$ cat src/rtl/store_buffer.sv
// Store buffer between the MEM stage and a single-port word memory: queues stores,
// drains them when the port is idle, and forwards the youngest pending store to loads.
module store_buffer #(
  parameter int unsigned Depth = 4,
  parameter int unsigned Aw    = 32,
  parameter int unsigned Dw    = 32
) (
  input  logic          clk_i,
  input  logic          rst_ni,
  input  logic          store_m_i,
  input  logic          load_m_i,
  input  logic [Aw-1:0] addr_m_i,
  input  logic [Dw-1:0] wdata_m_i,
  output logic [Dw-1:0] rdata_m_o,
  output logic          stall_m_o,
  output logic          empty_m_o,
  output logic [Aw-1:0] mem_a_o,
  output logic [Dw-1:0] mem_wd_o,
  output logic          mem_we_o,
  input  logic [Dw-1:0] mem_rd_i
);

  localparam int unsigned PtrW = $clog2(Depth);

  logic [Aw-1:0]   addr_q [Depth];
  logic [Dw-1:0]   data_q [Depth];
  logic [PtrW-1:0] head_q, head_d, tail_q, tail_d;
  logic [PtrW:0]   count_q, count_d;

  logic            full, load_req, hit, port_load, push, pop;
  logic [Dw-1:0]   hit_data;
  logic [PtrW-1:0] idx;

  assign full      = (count_q == (PtrW+1)'(Depth));
  assign empty_m_o = (count_q == '0);
  // A simultaneous store and load is handled as a store alone.
  assign load_req  = load_m_i & ~store_m_i;

  // Walk oldest to youngest so the last match wins.
  always_comb begin
    hit      = 1'b0;
    hit_data = '0;
    idx      = '0;
    for (int unsigned k = 0; k < Depth; k++) begin
      idx = head_q + PtrW'(k);
      if (((PtrW+1)'(k) < count_q) && (addr_q[idx] == addr_m_i)) begin
        hit      = 1'b1;
        hit_data = data_q[idx];
      end
    end
  end

  always_comb begin
    port_load = load_req & ~hit & ~full;
    pop       = ~port_load & ~empty_m_o;
    push      = store_m_i & ~full;
    stall_m_o = full & (store_m_i | (load_req & ~hit));

    mem_we_o  = pop;
    mem_wd_o  = data_q[head_q];
    if (port_load) begin
      mem_a_o = addr_m_i;
    end else if (!empty_m_o) begin
      mem_a_o = addr_q[head_q];
    end else begin
      mem_a_o = '0;
    end

    if (load_req && hit) begin
      rdata_m_o = hit_data;
    end else if (port_load) begin
      rdata_m_o = mem_rd_i;
    end else begin
      rdata_m_o = '0;
    end
  end

  always_comb begin
    head_d  = pop  ? head_q + PtrW'(1) : head_q;
    tail_d  = push ? tail_q + PtrW'(1) : tail_q;
    count_d = count_q;
    if (push && !pop) begin
      count_d = count_q + (PtrW+1)'(1);
    end else if (pop && !push) begin
      count_d = count_q - (PtrW+1)'(1);
    end
  end

  always_ff @(posedge clk_i or negedge rst_ni) begin
    if (!rst_ni) begin
      head_q  <= '0;
      tail_q  <= '0;
      count_q <= '0;
      for (int unsigned i = 0; i < Depth; i++) begin
        addr_q[i] <= '0;
        data_q[i] <= '0;
      end
    end else begin
      head_q  <= head_d;
      tail_q  <= tail_d;
      count_q <= count_d;
      if (push) begin
        addr_q[tail_q] <= addr_m_i;
        data_q[tail_q] <= wdata_m_i;
      end
    end
  end

endmodule

$ cat config.mk
export PLATFORM = sky130hd
export DESIGN_NAME = store_buffer
export DESIGN_NICKNAME = d
export VERILOG_FILES = /design/src/rtl/store_buffer.sv
export SDC_FILE = /design/constraint.sdc
export NUM_CORES = 1
export LEC_CHECK = 0
export BUFFER_PORTS_ARGS = -buffer_cell sky130_fd_sc_hd__buf_2
export CAP_MARGIN = 20
export CORE_ASPECT_RATIO = 1.2
export CORE_MARGIN = 5
export CORE_UTILIZATION = 47
export CTS_CLUSTER_DIAMETER = 50
export DETAILED_ROUTE_END_ITERATION = 10
export PLACE_DENSITY = 0.66
export SKIP_CTS_REPAIR_TIMING = 1
export SLEW_MARGIN = 0
export SYNTH_ARGS = -nofsm -noshare
export SYNTH_HDL_FRONTEND = slang
export SYNTH_SLANG_ARGS = --single-unit
$ cat constraint.sdc
create_clock -name clk_i -period 4.1 [get_ports clk_i]
set_input_delay 0.205 -clock clk_i [delete_from_list [all_inputs] [get_ports clk_i]]
set_output_delay 0.205 -clock clk_i [all_outputs]
set_load 0.02 [all_outputs]
## Word-level counts from Yosys, hierarchy flattened

Index checks and enable logic that the tools add are counted.

| word-level totals | value |
|---|---|
| input port bits | 100 |
| bits in registers | 263 |
| word-level logic and storage cells | 103 |

| operators by class | value |
|---|---|
| reduce and logical (&&, ||, !) cells | 12 |
| equal/unequal tests | 5 |
| add/subtract/negate cells | 6 |
| mux-type cells | 42 |
| bitwise operators | 17 |
| $lt $le $gt $ge | 10 |

Operator list:

| cell | count |
|---|---|
| 32-bit 2-to-1 mux | 25 |
| 32-bit binary-select mux with 2-bit select | 8 |
| 128-bit bitwise mux | 2 |
| 32-bit equality test | 4 |
| 32-bit demux with 2-bit select | 1 |
| 3-bit >= comparator, second input constant | 5 |
| 2-bit NOT with 3-bit output | 5 |
| 1-bit logical AND | 8 |
| 1-bit AND | 6 |
| 1-bit by 3-bit < comparator with 1-bit output, first input constant | 2 |
| 2-bit by 3-bit < comparator with 1-bit output, first input constant | 2 |
| 3-bit 2-to-1 mux | 2 |
| 1-bit NOT | 5 |
| 2-bit by 1-bit adder with 2-bit output, second input constant | 2 |
| 2-bit adder, second input constant | 2 |
| 1-bit 2-to-1 mux | 4 |
| 3-bit by 1-bit adder with 3-bit output, second input constant | 1 |
| 3-bit equality test, second input constant | 1 |
| 3-bit zero test | 1 |
| 3-bit by 1-bit < comparator with 1-bit output, second input constant | 1 |
| 3-bit by 1-bit subtractor with 3-bit output, second input constant | 1 |
| 1-bit zero test | 2 |
| 2-bit nonzero test | 1 |
| 1-bit bitwise OR | 1 |

## Longest topological paths before layout

Gate-level depths: netlist (run 1).

| depth | value |
|---|---|
| word-level depth | 18 |
| gate-level depth with buffers | 21 |
| depth with buffers taken out | 13 |

## Worst setup path before layout (run 1)

No wires, ideal clock.

| timing | value |
|---|---|
| path kind | reg2reg |
| start point | reg head_q[0] |
| end point | reg count_q[2] |
| clock period less this slack | 3.822 ns |
| stages on the path, launching flop included | 21 |
| setup slack | 0.278 ns |
| library setup time | 0.134 ns |
| buffers on the path | 8 |
| arrival | 3.688 ns |
| cells stage by stage | dfrtp_1 > buf_6 > buf_4 > buf_6 > buf_6 > buf_4 > buf_4 > mux4_2 > xnor2_1 > nand4_1 > nor4_1 > nand4b_1 > o2111a_1 > buf_6 > and2_4 > buf_6 > or2_2 > ha_1 > mux2i_1 > nor2_1 > xor2_1 |

| between the ends | value |
|---|---|
| longest elaborated chain between the ends | 18 |

RTL lines:

| what | line | text |
|---|---|---|
| start, declared | 27 | `logic [PtrW-1:0] head_q, head_d, tail_q, tail_d;` |
| start signal, assigned | 91 | `head_q <= '0;` |
| start signal, assigned | 99 | `head_q <= head_d;` |
| 2-bit by 1-bit adder with 2-bit output / 2-bit NOT with 3-bit output (equally long branches) | 45, 46 |  |
| 2-bit NOT with 3-bit output (implied by the code) / 32-bit binary-select mux with 2-bit select (equally long branches) | 46 | `if (((PtrW+1)'(k) < count_q) && (addr_q[idx] == addr_m_i)) begin` |
| 32-bit binary-select mux with 2-bit select / 32-bit 2-to-1 mux (equally long branches) | 46 |  |
| 32-bit 2-to-1 mux (implied by the code) | 46 |  |
| 32-bit 2-to-1 mux (implied by the code) / 32-bit equality test (equally long branches) | 46 |  |
| 32-bit equality test / 1-bit logical AND (equally long branches) | 46 |  |
| 1-bit logical AND / 1-bit 2-to-1 mux (equally long branches) | 46 |  |
| 1-bit 2-to-1 mux (2 in a row) | 46 |  |
| 1-bit 2-to-1 mux * | 46 |  |
| 1-bit NOT * | 54 | `port_load = load_req & ~hit & ~full;` |
| 1-bit AND * (2 in a row) | 54 |  |
| 1-bit NOT * | 55 | `pop = ~port_load & ~empty_m_o;` |
| 1-bit AND * | 55 |  |
| 1-bit zero test | 82 | `if (push && !pop) begin` |
| 1-bit logical AND | 82 |  |
| 3-bit 2-to-1 mux / 2-bit nonzero test (equally long branches) | -- |  |
| end signal, assigned | 101 | `count_q <= count_d;` |
| end, declared | 28 | `logic [PtrW:0] count_q, count_d;` |

Every way passes the cells marked *; elsewhere a longest branch is shown, timed or not. The select of a mux whose other input is x is not followed.
A chain may end at the register's enable or synchronous reset.

## Worst setup path in the final report (run 1)

| timing | value |
|---|---|
| start point | reg head_q[1] |
| end point | out rdata_m_o[1] |

| between the ends | value |
|---|---|
| longest elaborated chain between the ends | 15 |

RTL lines:

| what | line | text |
|---|---|---|
| 2-bit by 1-bit adder with 2-bit output / 2-bit NOT with 3-bit output (equally long branches) | 45, 46, 48 |  |
| 2-bit NOT with 3-bit output (implied by the code) / 32-bit binary-select mux with 2-bit select (equally long branches) | 46, 48 |  |
| 32-bit binary-select mux with 2-bit select / 32-bit 2-to-1 mux (equally long branches) | 46 |  |
| 32-bit 2-to-1 mux (implied by the code) | 46 |  |
| 32-bit 2-to-1 mux (implied by the code) / 32-bit equality test (equally long branches) | 46 |  |
| 32-bit equality test / 1-bit logical AND (equally long branches) | 46 |  |
| 1-bit logical AND / 1-bit 2-to-1 mux (equally long branches) | 46 |  |
| 1-bit 2-to-1 mux (3 in a row) | 46 |  |
| 1-bit NOT | 54 |  |
| 1-bit AND (2 in a row) | 54 |  |
| 32-bit 2-to-1 mux | 71 | `end else if (port_load) begin` |
| 32-bit 2-to-1 mux * | 69 | `if (load_req && hit) begin` |
| end, declared | 14 | `output logic [Dw-1:0] rdata_m_o,` |

Marks and branches as above.

==> results of run 1 <==
-- worst register-to-register path: cells and delay by family (launching register included) --
kind	cells	cell delay, ns
and+or+nand+nor	5	1.14
AOI/OAI and AO/OA	3	0.78
muxes	3	0.57
DFF	1	0.56
buffers and inverters	3	0.47
adders and majority gates	1	0.18
xor gates and xnor gates	1	0.13
-- cells in the mapped netlist (4+ instances only) --
cell and n:
mux2i_1 275, dfrtp_1 263, nand2_1 223, mux2_2 214, o21ai_0 163, nor2_1 124, xnor2_1 123, a21oi_1 112
clkbuf_1 106, mux4_2 54, and2_1 35, nand4_1 35, a22oi_1 34, inv_1 33, a211o_1 32, o21ai_1 30
buf_2 26, buf_6 24, buf_1 23, nor3_1 13, nor4_1 10, ha_1 9, nand3_1 9, o22ai_1 7
and3_1 6, buf_4 6, nand2b_1 5, o2111ai_1 5, or4_1 5, a2111oi_0 4
-- layer usage --
| metal | vias to the layer above | track usage, % |
|---|---|---|
| met5 | - | 0 |
| met4 | 0 | 11.21 |
| met3 | 162 | 3.979 |
| met2 | 607 | 44.52 |
| met1 | 8494 | 32.98 |
| li1 | 7945 | - |
-- registers in the layout, summed over array words and instances, names as in the netlist --
name / count
addr_q: 128
count_q: 3
data_q: 128
head_q: 2
tail_q: 2
-- per-stage QoR --
stage	utilization [%]	setup WS, ns	area (sq um)
2_1_floorplan	-	0.2783	19960
3_3_place_gp	52.52	0.08693	21990
3_5_place_dp	52.52	0.07376	21990
4_1_cts	55.57	-0.5369	23260
5_1_grt	58.74	-0.4544	24590
6_report	58.76	-0.3479	24600
-- power by group through the flow --
stage / combinational [W] / sequential (W) / clock, W
after floorplan: 0.00997 / 0.00466 / 0
after global placement: 0.0137 / 0.00499 / 0
after detailed placement: 0.0140 / 0.00509 / 0
after CTS: 0.0141 / 0.00506 / 0.00338
after global routing: 0.0161 / 0.00530 / 0.00349
final: 0.0151 / 0.00511 / 0.00333
-- cells in the final DEF, fill, tap and decap left out, drive strengths merged, types with 34 or more instances in the layout --
master,n
nor2,124
xnor2,123
buf,350
inv,41
a21oi,112
mux2,217
nand4,35
dfrtp,263
mux4,54
nand2,223
a22oi,34
mux2i,280
clkbuf,54
and2,36
o21ai,193
-- how the worst min path moves through the flow --
stage,startpoint,cells after the start,to
3_5_place_dp,rst_ni,1,addr_q[26]$_DFFE_PN0P_
5_1_grt,addr_m_i[18],3,addr_q[50]$_DFFE_PN0P_
2_1_floorplan,rst_ni,0,addr_q[0]$_DFFE_PN0P_
4_1_cts,rst_ni,1,addr_q[91]$_DFFE_PN0P_
3_3_place_gp,rst_ni,1,addr_q[90]$_DFFE_PN0P_
6_report,addr_m_i[18],3,addr_q[50]$_DFFE_PN0P_
-- cell families (layout without fill, tap and decap cells) --
| group | Yosys count | count (layout) | synth area share, % |
|---|---|---|---|
| DFF | 263 | 263 | 32.97 |
| adders and majority gates | 9 | 9 | 0.5641 |
| muxes | 551 | 551 | 32.60 |
| AOI/OAI and AO/OA | 413 | 413 | 12.17 |
| xor gates and xnor gates | 126 | 126 | 5.528 |
| buffers and inverters | 221 | 495 | 5.334 |
| other | 0 | 3 | 0 |
| and+or+nand+nor | 482 | 482 | 10.84 |
-- area by class of cell --
type / count / area [sq um]
inverters: 36 / 135.1
clock buffers: 47 / 1025
repair buffers: 390 / 3183
diodes: 3 / 7.507
fillers: 3547 / 17260
well taps: 546 / 683.2
multi-input cells: 1581 / 12720
flip-flops and latches: 263 / 6589
clock inverters: 22 / 252.7
==> results.md, run 1 <==
* DR top layer: met4
* Worst setup path start: head_q[1]$_DFFE_PN0P_
* Peak supply drop at about 0.55 mV
* RR Endpoint: count_q[2]$_DFFE_PN0P_
* Via count at about 17000
* Final worst path period need at ~4.4 ns
* Critical path buffer and inverter count at 5
* Reg2reg setup slack at 0.15 ns
* Fmax at 224.8 MHz
* CP max-delay cell: or4_4
* Slew Viols, Final at 0
* Mapped Area at between 15000 and 20000 sq um
* Total of max-cap violations at 0
* Sequential element share of the synthesized area at 32.97%
* WL met3 at ~4 mm
* Global route overflow at 0
* CTS tree: yes
* Vias in the first global route at 17080
* DRT Pass-1 Iters at 6
* Sw frac at between 40% and 50%
* CTS HTree Levels at 2
* Layout Skew at between 0.01 and 0.015 ns
* EDFF count, synth at 0
* Setup_tns at -18.95 ns
* Syn. warnings at 0
* Final #Nets at 2419
* Synth Register Bits at around 260
* Initial Util at 47.69%
* Antenna violations before repair at 1
* FF-to-FF path depth at 16
* Pin count of the biggest net entering global routing at 118
* Gate Count Post-Synth at roughly 2100
* CP arrival at ~4.2 ns
* Root buf cell: clkbuf_16
* CP endpoint kind: primary output
* Leak at 11.05 nW
* First-pass GRT wire length at ~100 mm
* Area Growth Syn to Fin at 23.22%
* Tot GR Track Use at around a quarter
* Drt drc at 0
* Slew @ Worst Pin at roughly 0.99 ns
* Critical path's largest stage delay at just under 0.6 ns
* Worst-Skew Late Latency at around 0.56 ns
* Io pins at 199
* Crit path max-delay family: compound AO/OA/AOI/OAI gates
* Worst r2r src: head_q[1]$_DFFE_PN0P_
* P_int at about 0.013 W
* Design Power at between 0.02 and 0.025 W
* Worst hold margin at ~0.053 ns
* CP required at ~3.9 ns
* RePlAce Congestion at 1.006
* Final period util at 108.5%
* Post-route ant nets at 0
* Inst Count DP at 2757
* Hpwl dp at roughly 45 mm
* Worst-path clk slew at 0.06 ns
* Failing checks: negative setup slack
* Main synth FF type: dfrtp_1
* Unrepaired setup endpoints after global routing: true
* Final WL at about 65 mm
* Cell variety after synth at between 60 and 70
* Total CTS buffers at 38
* Mapped Avg Cell Area at ~9.7 sq um
* Critical path peak fanout at 32
* I/O Buffers at about 200
* CP cell instances: buf_12 > clkbuf_16 > buf_4 > mux2i_1 > a2111oi_2 > a21oi_1 > or4_1 > or4_4 > a311o_1 > buf_12 > o21ai_1 > buf_4
* Standard-cell row count at ~80
* Clock power share at 14.2%
* Chip Width at 198.1 um
* Post-synth top area share at between 30% and 40%
* Core area at around 42000 sq um
* Worst setup margin at -0.3479 ns
* M1 WL at about 26 mm
* Dominant cells by area after synthesis: dfrtp_1 (33%), mux2i_1 (14%), mux2_2 (12%)
* # clock sinks at ~260
* Longest Clk Path Bufs at 3
* Count of final hold-check violations at 0
* Type of origin of the critical path: flop
* Critical Path End: rdata_m_o[1]
* Die area at 46710 sq um
* Status: complete, but fails checks
* Mapped Nets at between 2000 and 2500
* Endpoints failing setup at 66
* Critical path depth at 12
* Sequential share of power at between 20% and 30%
* Post-synth top area cell: dfrtp_1
* Psw at between 0.01 and 0.015 W
* Starting DRC count in detailed routing at approximately 1200
* Power density over the cells at about 960 nW/um^2
* Normalized max-slew margin at approximately 34%
* Worst Hold Class: in -> reg
* Post-synth ARST share at between 90% and 100%
* Share of cells above drive strength 1 at 32.88%
* Chip Height at approximately 240 um
* Vias/cell at between 5 and 6
* Non-Filler Instances at about 2900
* Met2 WL at between 30 and 40 mm
* Critical path type: reg -> out
* Drt wl/cell at ~23 um
* Combinational share of power at between 60 and 70%
(Power assumes the default switching activity.)
==> run 2, diff against run 1 <==
- ABC_AREA: not set -> 1
- CORE_UTILIZATION: 47 -> 40
- PLACE_DENSITY: 0.66 -> 0.58
==> run 2 against run 1 <==
Effect of this change: the flow finishes with violations (negative hold slack); power down 0.72%; critical path depth increased by 9; non-clock buffer count decreased by 86; combinational power is essentially flat; sequential cell count unchanged; clock-buffer cell count is 5 higher; routed wire length up 28%; global-route usage up 0.48 points; first-iteration DRC count up 93%; register-to-register slack gained 0.29 ns; fmax up 9.4%; sequential share of layout area decreased by 0.43 points; largest cell class unchanged.
==> results.md, run 2 <==
* Multi-input gate area at 12700 sq um
* Sequential share of power at between 20% and 30%
* Total of max-cap violations at 0
* Leak at 13.47 nW
* Standard-cell row count at 92
* Worst setup path start: head_q[0]$_DFFE_PN0P_
* Critical path's largest stage delay at 0.56 ns
* Reg2reg setup slack at 0.44 ns
* Root buf cell: clkbuf_16
* Fmax at roughly 250 MHz
* Post-synth top area share at between 30% and 40%
* DRT Pass-1 Iters at 6
* Starting DRC count in detailed routing at approximately 2300
* Antenna violations before repair at 1
* Inst Count DP at 4300
* Die area at 57640 sq um
* Combinational share of power at about two thirds
* Chip Height at 262.0 um
* CP max-delay cell: dfrtp_4
* Final #Nets at between 3000 and 4000
* Total CTS buffers at 40
* Power density over the cells at approximately 930 nW/um^2
* Post-route ant nets at 0
* Worst Hold Class: in -> reg
* CP arrival at just under 4 ns
* Commonest cells in the netlist: nand2_1 (1602), o21ai_0 (477), nand3_1 (323)
* Longest Clk Path Bufs at 3
* Vias/cell at roughly 5.4
* Most frequent cell after synthesis: nand2_1
* Final worst path period need at about 4.1 ns
* Sequential element share of the synthesized area at between 30% and 40%
* Pin count of the biggest net entering global routing at 154
* FF-to-FF path depth at 21
* CP endpoint kind: primary output
* Most frequent cells in the layout: nand2_1 (1585), o21ai_0 (472), nand3_1 (317)
* CTS tree: yes
* Post-synth ARST share at 100.0%
* I/O Buffers at just under 200
* Worst-Skew Late Latency at 0.58 ns
* Endpoints failing setup at 0
* Hpwl dp at about 54 mm
* Largest regs: addr_q: 128 flops, data_q: 128 flops, count_q: 3 flops
* Type of origin of the critical path: flop
* Syn. warnings at 0
* Peak supply drop at approximately 0.43 mV
* Slew Viols, Final at 0
* Register Area at ~6600 sq um
* Vias in the first global route at about 21000
* Status: complete, but fails checks
* Failing checks: negative hold slack
* Critical path buffer and inverter count at 5
* Share of cells above drive strength 1 at roughly 12%
* RePlAce Congestion at 1.021
* Critical path depth at 21
* Critical path peak fanout at 16
* EDFF count, synth at 0
* Main synth FF type: dfrtp_1
* Worst hold margin at -0.02586 ns
* Worst r2r src: head_q[0]$_DFFE_PN0P_
* Mapped Nets at around 3700
* CTS HTree Levels at 2
* Setup_tns at 0 ns
* Io pins at about 200
* Drt drc at 0
* Utilization after layout at a little under half
* Gate Count Post-Synth at 3579
* Area Growth Syn to Fin at 18.08%
* Non-Filler Instances at 4435
* Final WL at 83.15 mm
* # fillers at roughly 5700
* Cell mode on critical path: nand2_1
* Worst-path clk slew at roughly 0.06 ns
* Mapped Avg Cell Area at between 5 and 6 sq um
* Clock power share at between 10% and 20%
* Cell variety after synth at 34
* Crit path max-delay family: simple AND/OR/NAND/NOR gates
* Count of final hold-check violations at 7
* Tot GR Track Use at around a quarter
* Initial Util at between 40% and 50%
* Antenna cells at 0
* Psw at ~0.013 W
* Setup WS pre-CTS at approximately 0.43 ns
* Critical Path End: rdata_m_o[26]
* Sw frac at 54.24%
* CP required at around 3.9 ns
* Worst setup margin at around 0.035 ns
* Layout Skew at 0.02941 ns
* First-pass GRT wire length at 121.9 mm
* Critical path type: reg -> out
* # clock sinks at 263
* Final period util at between 90 and 100%
* Min-delay src: wdata_m_i[28]
* Mapped Area at about 21000 sq um
* P_int at between 0.01 and 0.015 W
* Leading cell type in the layout, fill and taps excluded: nand2_1
* RR Endpoint: count_q[2]$_DFFE_PN0P_
* Normalized max-slew margin at 33.81%
* Chip Width at between 200 and 250 um
* Drt wl/cell at between 15 and 20 um
* Core area at ~52000 sq um
* Via count at approximately 24000
* Global route overflow at 0
* Dominant cells by area after synthesis: dfrtp_1 (31%), nand2_1 (28%), o21ai_0 (11%)
* Unrepaired setup endpoints after global routing: true
* CP cell instances: buf_6 > nand2_1 > nand2_4 > clkbuf_16 > buf_6 > nand2_1 > nand2_1 > nand2_1 > nand2_1 > nand2_1 > nor2_1 > nand3_2 > nor2_4 > nor2_1 > nand2_2 > nand2_4 > clkbuf_16 > nor2_2 > nand2_1 > nand2_1 > buf_2
* Slew @ Worst Pin at ~1 ns
* Post-synth top area cell: dfrtp_1
* Synth Register Bits at 263
run 2: cell count changes after synthesis, sizes merged, moves of 104 or more:
cell	delta
xnor2	-122
nand3	+314
a21oi	-104
inv	+234
o21ai	+307
mux2i	-248
mux2	-217
nand2	+1381
run 2: worst min path at each step:
stage	end	slack (ns)	cells after the start
after floorplan	addr_q[0]$_DFFE_PN0P_	-0.09	0
after global placement	addr_q[47]$_DFFE_PN0P_	0.30	1
after detailed placement	addr_q[113]$_DFFE_PN0P_	0.30	1
after CTS	addr_q[76]$_DFFE_PN0P_	-0.29	1
after global routing	data_q[16]$_DFFE_PN0P_	0.0005	3
final	data_q[92]$_DFFE_PN0P_	-0.03	3
run 2: layout make-up:
type                            count  share of cell area, %
Clock buffer                       52                  4.550
Clock inverter                     20                 0.7859
Inverter                          270                  4.145
Multi-Input combinational cell   2820                  50.83
Sequential cell                   263                  26.36
Tap cell                          705                  3.529
Timing Repair Buffer              304                  9.762
Timing Repair inverter              1                0.03504
run 2: per-layer routing:
layer / vias up / share of wire, % / global-route usage, %
met2: 835 / 46 / 44.47
li1: 11740 / - / -
met1: 11080 / 43 / 35.63
met3: 172 / 7.1 / 4.159
met4: 0 / 3.2 / 8.445
met5: - / 0 / 0
run 2: cell families after synthesis:
logic type,Yosys count,synth area share [%]
compound gates,549,13.29
mux,32,1.513
buf+inv,497,10.01
fa+ha+maj,9,0.5320
flops,263,31.09
simple gates,2210,42.77
xor+xnor,19,0.7862
run 2: worst reg2reg max path: cells and delay by family (launching register included):
kind                     cells  cell delay [ns]
AND/OR/NAND/NOR             14             1.76
buffers and inverters        4             0.58
flip-flops                   1             0.56
adder cells (fa/ha/maj)      1             0.39
XOR/XNOR                     1             0.15
AO/OA/AOI/OAI                1             0.10
run 2: metrics by stage:
step	instance area, sq um	power [W]
after floorplan	21170	0.01452
final	24990	0.02333
after detailed placement	22560	0.01857
after CTS	23900	0.02212
after global placement	22560	0.01848
after global routing	24990	0.02535
run 2: power groups by stage:
stage | Sequential (W) | Combinational [W] | Clock [W]
2_1_floorplan | 0.00445 | 0.0101 | 0
3_3_place_gp | 0.00472 | 0.0138 | 0
3_5_place_dp | 0.00472 | 0.0138 | 0
4_1_cts | 0.00470 | 0.0139 | 0.00353
5_1_grt | 0.00491 | 0.0168 | 0.00364
6_report | 0.00474 | 0.0151 | 0.00346
